--- src/rtl/vga_pkg.sv ---
// Shared VGA timing constants and the types handed to the downstream renderer.
// Defaults give 640x480@60 Hz from a 100 MHz clock with a divide-by-4 pixel rate.
package vga_pkg;

  localparam int CLK_DIV  = 4;

  localparam int H_ACTIVE = 640;
  localparam int H_FP     = 16;
  localparam int H_SYNC   = 96;
  localparam int H_BP     = 48;
  localparam int H_TOTAL  = H_ACTIVE + H_FP + H_SYNC + H_BP;

  localparam int V_ACTIVE = 480;
  localparam int V_FP     = 10;
  localparam int V_SYNC   = 2;
  localparam int V_BP     = 33;
  localparam int V_TOTAL  = V_ACTIVE + V_FP + V_SYNC + V_BP;

  localparam bit H_POL    = 1'b0;
  localparam bit V_POL    = 1'b0;

  localparam int CNT_W    = 10;

  typedef logic [CNT_W-1:0] coord_t;

  typedef struct packed {
    coord_t x;
    coord_t y;
    logic   active;
    logic   hsync;
    logic   vsync;
    logic   line_start;
    logic   frame_start;
  } vga_timing_t;

endpackage

--- src/rtl/vga_timing_gen_pix_tick_gen.sv ---
// Pixel-rate strobe: divides clk by CLK_DIV and registers a one-clk pix_tick.
// tick_next is the strobe's next value, letting the raster counters move on the same edge.
module pix_tick_gen #(
  parameter int CLK_DIV = vga_pkg::CLK_DIV
) (
  input  logic clk,
  input  logic rst_n,
  input  logic en,
  output logic pix_tick,
  output logic tick_next
);

  localparam int DIV_W = $clog2(CLK_DIV);
  localparam logic [DIV_W-1:0] DIV_LAST = DIV_W'(CLK_DIV - 1);

  logic [DIV_W-1:0] div_q, div_d;
  logic             pix_tick_q, pix_tick_d;

  always_comb begin
    div_d      = div_q;
    pix_tick_d = 1'b0;
    if (en) begin
      if (div_q == DIV_LAST) begin
        div_d      = '0;
        pix_tick_d = 1'b1;
      end else begin
        div_d = div_q + 1'b1;
      end
    end
  end

  // NOTE: state registers use non-blocking assignments so every flop samples pre-edge values.
  always_ff @(posedge clk or negedge rst_n) begin
    if (!rst_n) begin
      div_q      <= '0;
      pix_tick_q <= 1'b0;
    end else begin
      div_q      <= div_d;
      pix_tick_q <= pix_tick_d;
    end
  end

  assign pix_tick  = pix_tick_q;
  assign tick_next = pix_tick_d;

endmodule

--- src/rtl/vga_timing_gen.sv ---
// VGA raster timing: counters, active-video window, syncs and line/frame pulses.
// Every output is registered from the next counter values, so all change on one edge.
module vga_timing_gen #(
  parameter int CLK_DIV  = vga_pkg::CLK_DIV,
  parameter int H_ACTIVE = vga_pkg::H_ACTIVE,
  parameter int H_FP     = vga_pkg::H_FP,
  parameter int H_SYNC   = vga_pkg::H_SYNC,
  parameter int H_BP     = vga_pkg::H_BP,
  parameter int V_ACTIVE = vga_pkg::V_ACTIVE,
  parameter int V_FP     = vga_pkg::V_FP,
  parameter int V_SYNC   = vga_pkg::V_SYNC,
  parameter int V_BP     = vga_pkg::V_BP,
  parameter bit H_POL    = vga_pkg::H_POL,
  parameter bit V_POL    = vga_pkg::V_POL,
  parameter int CNT_W    = vga_pkg::CNT_W
) (
  input  logic             clk,
  input  logic             rst_n,
  input  logic             en,
  output logic             pix_tick,
  output logic [CNT_W-1:0] hcnt,
  output logic [CNT_W-1:0] vcnt,
  output logic [CNT_W-1:0] x,
  output logic [CNT_W-1:0] y,
  output logic             active,
  output logic             Hsync,
  output logic             Vsync,
  output logic             line_start,
  output logic             frame_start
);

  localparam int H_TOTAL = H_ACTIVE + H_FP + H_SYNC + H_BP;
  localparam int V_TOTAL = V_ACTIVE + V_FP + V_SYNC + V_BP;

  if ((CLK_DIV < 2) || (H_TOTAL >= (1 << CNT_W)) || (V_TOTAL >= (1 << CNT_W))) begin : g_bad_params
    $fatal(1, "vga_timing_gen: CLK_DIV must be >= 2 and raster totals must fit in CNT_W bits");
  end

  typedef logic [CNT_W-1:0] cnt_t;

  localparam cnt_t H_LAST   = cnt_t'(H_TOTAL - 1);
  localparam cnt_t V_LAST   = cnt_t'(V_TOTAL - 1);
  localparam cnt_t H_ACT_C  = cnt_t'(H_ACTIVE);
  localparam cnt_t V_ACT_C  = cnt_t'(V_ACTIVE);
  localparam cnt_t H_SS     = cnt_t'(H_ACTIVE + H_FP);
  localparam cnt_t H_SE     = cnt_t'(H_ACTIVE + H_FP + H_SYNC);
  localparam cnt_t V_SS     = cnt_t'(V_ACTIVE + V_FP);
  localparam cnt_t V_SE     = cnt_t'(V_ACTIVE + V_FP + V_SYNC);

  logic tick_next;

  cnt_t hcnt_q, hcnt_d;
  cnt_t vcnt_q, vcnt_d;
  cnt_t x_q, x_d;
  cnt_t y_q, y_d;
  logic active_q, active_d;
  logic hsync_q, hsync_d;
  logic vsync_q, vsync_d;
  logic line_start_q, line_start_d;
  logic frame_start_q, frame_start_d;

  pix_tick_gen #(
    .CLK_DIV (CLK_DIV)
  ) u_pix_tick_gen (
    .clk       (clk),
    .rst_n     (rst_n),
    .en        (en),
    .pix_tick  (pix_tick),
    .tick_next (tick_next)
  );

  always_comb begin
    // NOTE: every signal gets its hold value first so no path through this block infers a latch.
    hcnt_d        = hcnt_q;
    vcnt_d        = vcnt_q;
    x_d           = x_q;
    y_d           = y_q;
    active_d      = active_q;
    hsync_d       = hsync_q;
    vsync_d       = vsync_q;
    line_start_d  = 1'b0;
    frame_start_d = 1'b0;

    if (!en) begin
      // Disabled: blank video, freeze position, keep sync levels steady for the monitor.
      active_d = 1'b0;
      x_d      = '0;
      y_d      = '0;
    end else if (tick_next) begin
      if (hcnt_q == H_LAST) begin
        hcnt_d = '0;
        vcnt_d = (vcnt_q == V_LAST) ? '0 : vcnt_q + 1'b1;
      end else begin
        hcnt_d = hcnt_q + 1'b1;
      end

      active_d      = (hcnt_d < H_ACT_C) && (vcnt_d < V_ACT_C);
      x_d           = active_d ? hcnt_d : '0;
      y_d           = active_d ? vcnt_d : '0;
      hsync_d       = ((hcnt_d >= H_SS) && (hcnt_d < H_SE)) ? H_POL : ~H_POL;
      vsync_d       = ((vcnt_d >= V_SS) && (vcnt_d < V_SE)) ? V_POL : ~V_POL;
      line_start_d  = (hcnt_d == '0);
      frame_start_d = (hcnt_d == '0) && (vcnt_d == '0);
    end
  end

  // Reset parks on the last raster position so the first tick lands on (0,0).
  always_ff @(posedge clk or negedge rst_n) begin
    if (!rst_n) begin
      hcnt_q        <= H_LAST;
      vcnt_q        <= V_LAST;
      x_q           <= '0;
      y_q           <= '0;
      active_q      <= 1'b0;
      hsync_q       <= ~H_POL;
      vsync_q       <= ~V_POL;
      line_start_q  <= 1'b0;
      frame_start_q <= 1'b0;
    end else begin
      hcnt_q        <= hcnt_d;
      vcnt_q        <= vcnt_d;
      x_q           <= x_d;
      y_q           <= y_d;
      active_q      <= active_d;
      hsync_q       <= hsync_d;
      vsync_q       <= vsync_d;
      line_start_q  <= line_start_d;
      frame_start_q <= frame_start_d;
    end
  end

  assign hcnt        = hcnt_q;
  assign vcnt        = vcnt_q;
  assign x           = x_q;
  assign y           = y_q;
  assign active      = active_q;
  assign Hsync       = hsync_q;
  assign Vsync       = vsync_q;
  assign line_start  = line_start_q;
  assign frame_start = frame_start_q;

endmodule

--- config.mk ---
export PLATFORM = sky130hd
export DESIGN_NAME = vga_timing_gen
export DESIGN_NICKNAME = d
export VERILOG_FILES = /design/src/rtl/vga_pkg.sv /design/src/rtl/vga_timing_gen_pix_tick_gen.sv /design/src/rtl/vga_timing_gen.sv
export SDC_FILE = /design/constraint.sdc
export NUM_CORES = 1
export LEC_CHECK = 0
export CELL_PAD_IN_SITES_DETAIL_PLACEMENT = 0
export CELL_PAD_IN_SITES_GLOBAL_PLACEMENT = 1
export CORE_MARGIN = 8
export CORE_UTILIZATION = 42
export CTS_BUF_LIST = sky130_fd_sc_hd__clkbuf_8
export DETAILED_ROUTE_END_ITERATION = 12
export PLACE_DENSITY_LB_ADDON = 0.1
export REMOVE_ABC_BUFFERS = 1
export SETUP_SLACK_MARGIN = 0.15
export SYNTH_ARGS = -nofsm -noshare
export SYNTH_HDL_FRONTEND = slang
export SYNTH_SLANG_ARGS = --single-unit
--- constraint.sdc ---
create_clock -name clk -period 3.12 [get_ports clk]
set_clock_uncertainty 0.1 [all_clocks]
set_input_delay 0.624 -clock clk [delete_from_list [all_inputs] [get_ports clk]]
set_output_delay 0.624 -clock clk [all_outputs]
set_load 0.02 [all_outputs]
; Yosys cells after proc, flatten, opt, wreduce, memory -nomap -nowiden
; Index checks and enable logic that the tools add are counted.
[totals]
reg_bits = 48
latch_bits = 0
ramBits = 0
mem_bits_ro = 0
output_inout_bits = 46
elab_cells = 55
mem_count = 0
[classes]
addsub = 3
multipliers = 0
div = 0
n_lt_le_gt_ge = 6
n_eq_ne = 4
shift = 0
muxes = 24
bitwise_logic = 0
reduce_logical = 7
[ops]
columns = op, count
row1 = 10-bit 2-to-1 mux, 13
row2 = 10-bit by 1-bit adder with 10-bit output (second input constant), 2
row3 = 10-bit equality test (second input constant), 2
row4 = 10-bit logical NOT, 2
row5 = 10-bit less-than comparator (second input constant), 2
row6 = 10-bit by 9-bit less-than comparator with 1-bit output (second input constant), 2
row7 = 10-bit >= comparator (second input constant), 1
row8 = 10-bit by 9-bit >= comparator with 1-bit output (second input constant), 1
row9 = 1-bit 2-to-1 mux, 10
row10 = 1-bit logical AND, 4
row11 = 2-bit by 1-bit adder with 2-bit output (second input constant), 1
row12 = 2-bit equality test (second input constant), 1
row13 = 2-bit 2-to-1 mux, 1
row14 = 2-bit by 1-bit != test with 1-bit output (second input constant), 1
row15 = 2-bit AND reduction, 1

; Longest topological paths before layout
[depth]
depth_word = 10
depth_mapped = 10

; Cells and area by module
; A second synthesis with hierarchy kept.
[unflattened]
hier_cells = 275
area_unflattened_um2 = 2745.1
[by_module_without_submodules]
columns = mod, instances, cells_each, area_each_um2
row1 = vga_timing_gen, 1, 267, 2618.8
row2 = pix_tick_gen, 1, 8, 126.4

; Worst setup path after synthesis
; Ideal clock, no wire load.
[synth_timing]
path_kind = register to register
from = register hcnt_q[0] (netlist: hcnt[0])
to = register x_q[1] (netlist: x[1])
setup_ps = 122
arrival_ps = 2583
setup_slack_ps = 315
stages_incl_launch_ff = 11
synth_period_minus_slack_ps = 2805
path_cell_list = dfstp_2 -> ha_1 -> buf_2 -> nand4_4 -> or3_1 -> buf_6 -> nor3_4 -> xnor2_1 -> o221a_1 -> buf_6 -> a32o_1
[synth_via]
elab_chain_cells = 9
elab_cells_between_ends = 14
cone_classes = add/sub: 1 / order compare: 2 / eq/ne: 1 / mux: 9 / reduce/logical: 1
[synth_lines]
columns = element, line_no
row1 = "start, declared", vga_timing_gen.sv:52  ; cnt_t hcnt_q, hcnt_d;
row2 = "start signal, assigned", vga_timing_gen.sv:120  ; hcnt_q <= hcnt_d;
row3 = 10-bit by 1-bit adder with 10-bit output or 10-bit equality test (tied branches), "vga_timing_gen.sv:94, vga_timing_gen.sv:90"
row4 = 10-bit 2-to-1 mux, vga_timing_gen.sv:90  ; if (hcnt_q == H_LAST) begin
row5 = 10-bit 2-to-1 mux, vga_timing_gen.sv:89  ; end else if (tick_next) begin
row6 = 10-bit 2-to-1 mux, vga_timing_gen.sv:84  ; if (!en) begin
row7 = 10-bit less-than comparator or 10-bit by 9-bit less-than comparator with 1-bit output (tied branches), vga_timing_gen.sv:97  ; active_d = (hcnt_d < H_ACT_C) && (vcnt_d < V_ACT_C);
row8 = 1-bit logical AND, vga_timing_gen.sv:97
row9 = 10-bit 2-to-1 mux (*), vga_timing_gen.sv:98  ; x_d = active_d ? hcnt_d : '0;
row10 = 10-bit 2-to-1 mux (*), vga_timing_gen.sv:89
row11 = 10-bit 2-to-1 mux (*), vga_timing_gen.sv:84
row12 = "end signal, assigned", vga_timing_gen.sv:112  ; x_q <= '0;
row13 = "end signal, assigned", vga_timing_gen.sv:122  ; x_q <= x_d;
row14 = "end, declared", vga_timing_gen.sv:54  ; cnt_t x_q, x_d;
; Every way passes the cells marked *; elsewhere a longest branch is shown, timed or not. The select of a mux whose other input is x is not followed.
; A chain may end at the register's enable or synchronous reset.

; Worst setup path in the final report
[layout_timing]
from = register hcnt_q[0] (netlist: hcnt[0])
to = register frame_start_q (netlist: frame_start)
[layout_via]
elab_chain_cells = 8
elab_cells_between_ends = 13
cone_classes = add/sub: 1 / eq/ne: 1 / mux: 8 / reduce/logical: 3
[layout_lines]
columns = element, line_no
row1 = 10-bit by 1-bit adder with 10-bit output or 10-bit equality test (tied branches), "vga_timing_gen.sv:94, vga_timing_gen.sv:90"
row2 = 10-bit 2-to-1 mux, vga_timing_gen.sv:90
row3 = 10-bit 2-to-1 mux, vga_timing_gen.sv:89
row4 = 10-bit 2-to-1 mux, vga_timing_gen.sv:84
row5 = 10-bit logical NOT, vga_timing_gen.sv:103  ; frame_start_d = (hcnt_d == '0) && (vcnt_d == '0);
row6 = 1-bit logical AND (*), vga_timing_gen.sv:103
row7 = 1-bit 2-to-1 mux (*), vga_timing_gen.sv:89
row8 = 1-bit 2-to-1 mux (*), vga_timing_gen.sv:84
row9 = named net frame_start_d, vga_timing_gen.sv:60  ; logic frame_start_q, frame_start_d;
row10 = "end signal, assigned", vga_timing_gen.sv:128  ; frame_start_q <= frame_start_d;
row11 = "end, declared", vga_timing_gen.sv:60
; Mark *: on every way through the listed nets, which the timed path passes. The rest lies on a longest branch. The select of a mux whose other input is x is not followed.

==> summary.txt <==
Floorplanning
  • I/O pin cnt: 49
  • Core area: 6280 sq um
  • Die height: 96.2 um
  • Row Count: 29
  • Die Footprint: 9250 sq um
  • Initial Utilization: 0.430
  • Die Wd: 96.2 um

STA
  • RSZ-0062 raised after global routing: no
  • Max-slew violations: 0
  • Fin Hold WS: 373 ps
  • Final hold vios: 0
  • F_max: 360 MHz
  • Worst slew margin: 0.353
  • Worst Tran Pin Value: 971 ps
  • Shortest period the worst path allows: 2780 ps
  • Final period util: 0.891
  • Final Setup Violations: 0
  • Setup_tns: 0 ps

Clocking
  • CTS H-tree depth: 2
  • TritonCTS clock tree: done
  • Clk_lat worst skew: 300 ps
  • Post-CTS Hold Buffers: 0
  • Worst-path clk slew: 90 ps
  • Clk sinks: 48
  • Root Buffer Master: clkbuf_8
  • CTS Buffer Depth: 2
  • Inserted Clock Buffers: 5

Cells and area
  • Fill cell count: 587
  • ANT cells: 0
  • Final instance count without filler cells: 393
  • Commonest non-fill, non-tap cell in the layout: clkdlybuf4s50_1
  • Layout area overhead: 25.7%
  • Final nets: 323
  • Share of cells above drive strength 1: 0.155
  • Most frequent cells in the layout: clkdlybuf4s50_1, dfrtp_1, nand2_1, nor2_1, buf_4

Synthesis
  • Main synth FF type: dfrtp_1
  • YS warnings: 0
  • Post-synthesis cell type count: 55
  • Async SR Flop Fraction: 1.00
  • Average size of a mapped cell: 10.1 sq um
  • Cell Area, Synth: 2700 sq um
  • Synth Instances: 268
  • EDFF count, synth: 0
  • Sequential-to-total area share from yosys stat: 0.451
  • Register bit total from synthesis: 48

Setup path
  • CP endpoint kind: register
  • CP Max Fanout: 7
  • Crit path DAT: 2920 ps
  • Worst EP required: 3260 ps
  • Critical R2R Launch: hcnt[0]
  • Crit path launch type: register
  • Worst setup path startpoint: hcnt[0]
  • Worst setup path category: reg2reg

Global route
  • Gr ovfl total: 0
  • GRT Total Usage: 0.163
  • First-pass GRT wire length: 11800 um
  • Number of global-route vias before repair: 2341
  • Initial antenna violation count: 0
  • Largest net degree at the start of global routing: 44

Pwr
  • Power density cells: 499 nW/um^2
  • Clk pwr share: 0.265
  • Leak: 1.43 nW
  • Sequential share of power: 0.468
  • Combinational Power Share: 0.267
  • P_int: 0.00115 W
  • Maximum VDD drop: 354 uV
  • Net Sw Frac: 0.321
  • Psw: 0.000543 W

Drt
  • ANT nets after route: 0
  • DRT Pass-1 Iters: 4
  • Remaining DRCs: 0
  • Drt initial violations: 93
  • Post-Route WL: 7010 um
  • Via Count: 2255
  • Via-to-Cell Ratio: 5.74
  • DR WL/cell: 17.8 um

Job
  • Max Cap Viol: 0

Place
  • IO buf count: 48
  • DP Cell Count: 385
  • GP Congestion: 0.833
  • Final HPWL DP: 4940 um

Outcome
  • Status: finished, final reports clean

Worst hold path
  • Worst min path class: in2async
==> metal layers <==
| metal | GRT usage | part of all wire |
|---|---|---|
| met2 | 0.267 | 0.49 |
| met4 | 0.0576 | 0.015 |
| met3 | 0.0328 | 0.045 |
| met1 | 0.208 | 0.45 |
| met5 | 0 | 0 |
==> flip-flops by register name, summed over array words and instances, names as in the netlist <==
register	flops
hcnt	10
active	1
u_pix_tick_gen.div_q	2
Vsync	1
x	10
vcnt	10
u_pix_tick_gen.pix_tick	1
frame_start	1
Hsync	1
y	10
line_start	1
==> worst max-delay path, stage by stage, from the launching register on <==
cell and delay [ps]:
dfstp_2 590, ha_1 220, nand4_4 180, nor3_2 400, nor2_1 140, nand4b_1 210
a2111oi_0 490, buf_4 210, o2111a_1 180
==> logic make-up after synthesis <==
family / after synthesis / synth area share
AO/OA/AOI/OAI: 63 / 0.186
XOR/XNOR: 24 / 0.0779
adder cells (fa/ha/maj): 5 / 0.0232
buffers and inverters: 31 / 0.0538
flip-flops: 48 / 0.451
multiplexers: 5 / 0.0204
AND/OR/NAND/NOR: 92 / 0.188
==> worst paths after layout <==
kind | end | slack (ps) | cells after the start
max | frame_start | 340 | 8
min | x[0] | 370 | 1
max reg2reg | frame_start | 340 | 8
min reg2reg | u_pix_tick_gen.div_q[0] | 390 | 1
max in group asynchronous | Hsync | 1830 | 2
min in group clk | u_pix_tick_gen.div_q[0] | 390 | 1
==> cell usage after synthesis (5+ instances only) <==
master / count / share of area
a21o_1: 5 / 0.014
dfrtp_1: 36 / 0.33
o21ai_1: 5 / 0.0093
ha_1: 5 / 0.023
xor2_1: 8 / 0.026
nor2_1: 17 / 0.024
nor3_1: 6 / 0.011
clkbuf_1: 13 / 0.018
dfstp_2: 12 / 0.12
xnor2_1: 16 / 0.052
nand3_1: 15 / 0.028
o21ai_0: 8 / 0.015
a32o_1: 14 / 0.052
inv_1: 6 / 0.0083
nand2_1: 28 / 0.039
a22o_1: 6 / 0.019
buf_2: 5 / 0.0093
==> per-stage QoR <==
stage | util | setup slack, ps | total power (W) | area, sq um
floorplan | - | 144 | 0.00104 | 2580
global placement | 0.522 | 76.0 | 0.00126 | 3280
detailed placement | 0.522 | -6.73 | 0.00126 | 3280
CTS | 0.539 | 278 | 0.00172 | 3380
global route | 0.540 | 204 | 0.00178 | 3390
finish | 0.540 | 339 | 0.00169 | 3390
==> repair_timing <==
item	CTS	global route
endpoints found under the setup margin	20	20
gates cloned	0	0
buffers inserted	0	0
gates resized for setup	1	1
==> power groups by stage <==
| stage | Clock, W | Sequential [W] | Combinational, W |
|---|---|---|---|
| 2_1_floorplan | 0 | 0.000864 | 0.000180 |
| 3_3_place_gp | 0 | 0.000802 | 0.000461 |
| 3_5_place_dp | 0 | 0.000804 | 0.000460 |
| 4_1_cts | 0.000461 | 0.000794 | 0.000460 |
| 5_1_grt | 0.000482 | 0.000807 | 0.000494 |
| 6_report | 0.000448 | 0.000792 | 0.000451 |
==> layout make-up <==
cell class	instances	area, sq um	share of cell area
Multi-Input combinational cell	189	1350	0.397
Sequential cell	48	1220	0.359
Timing Repair Buffer	65	603	0.178
Tap cell	77	96.3	0.0284
Clock buffer	5	68.8	0.0203
Clock inverter	3	38.8	0.0114
Inverter	6	22.5	0.00664
No activity file was read; power rests on OpenSTA's default activity.
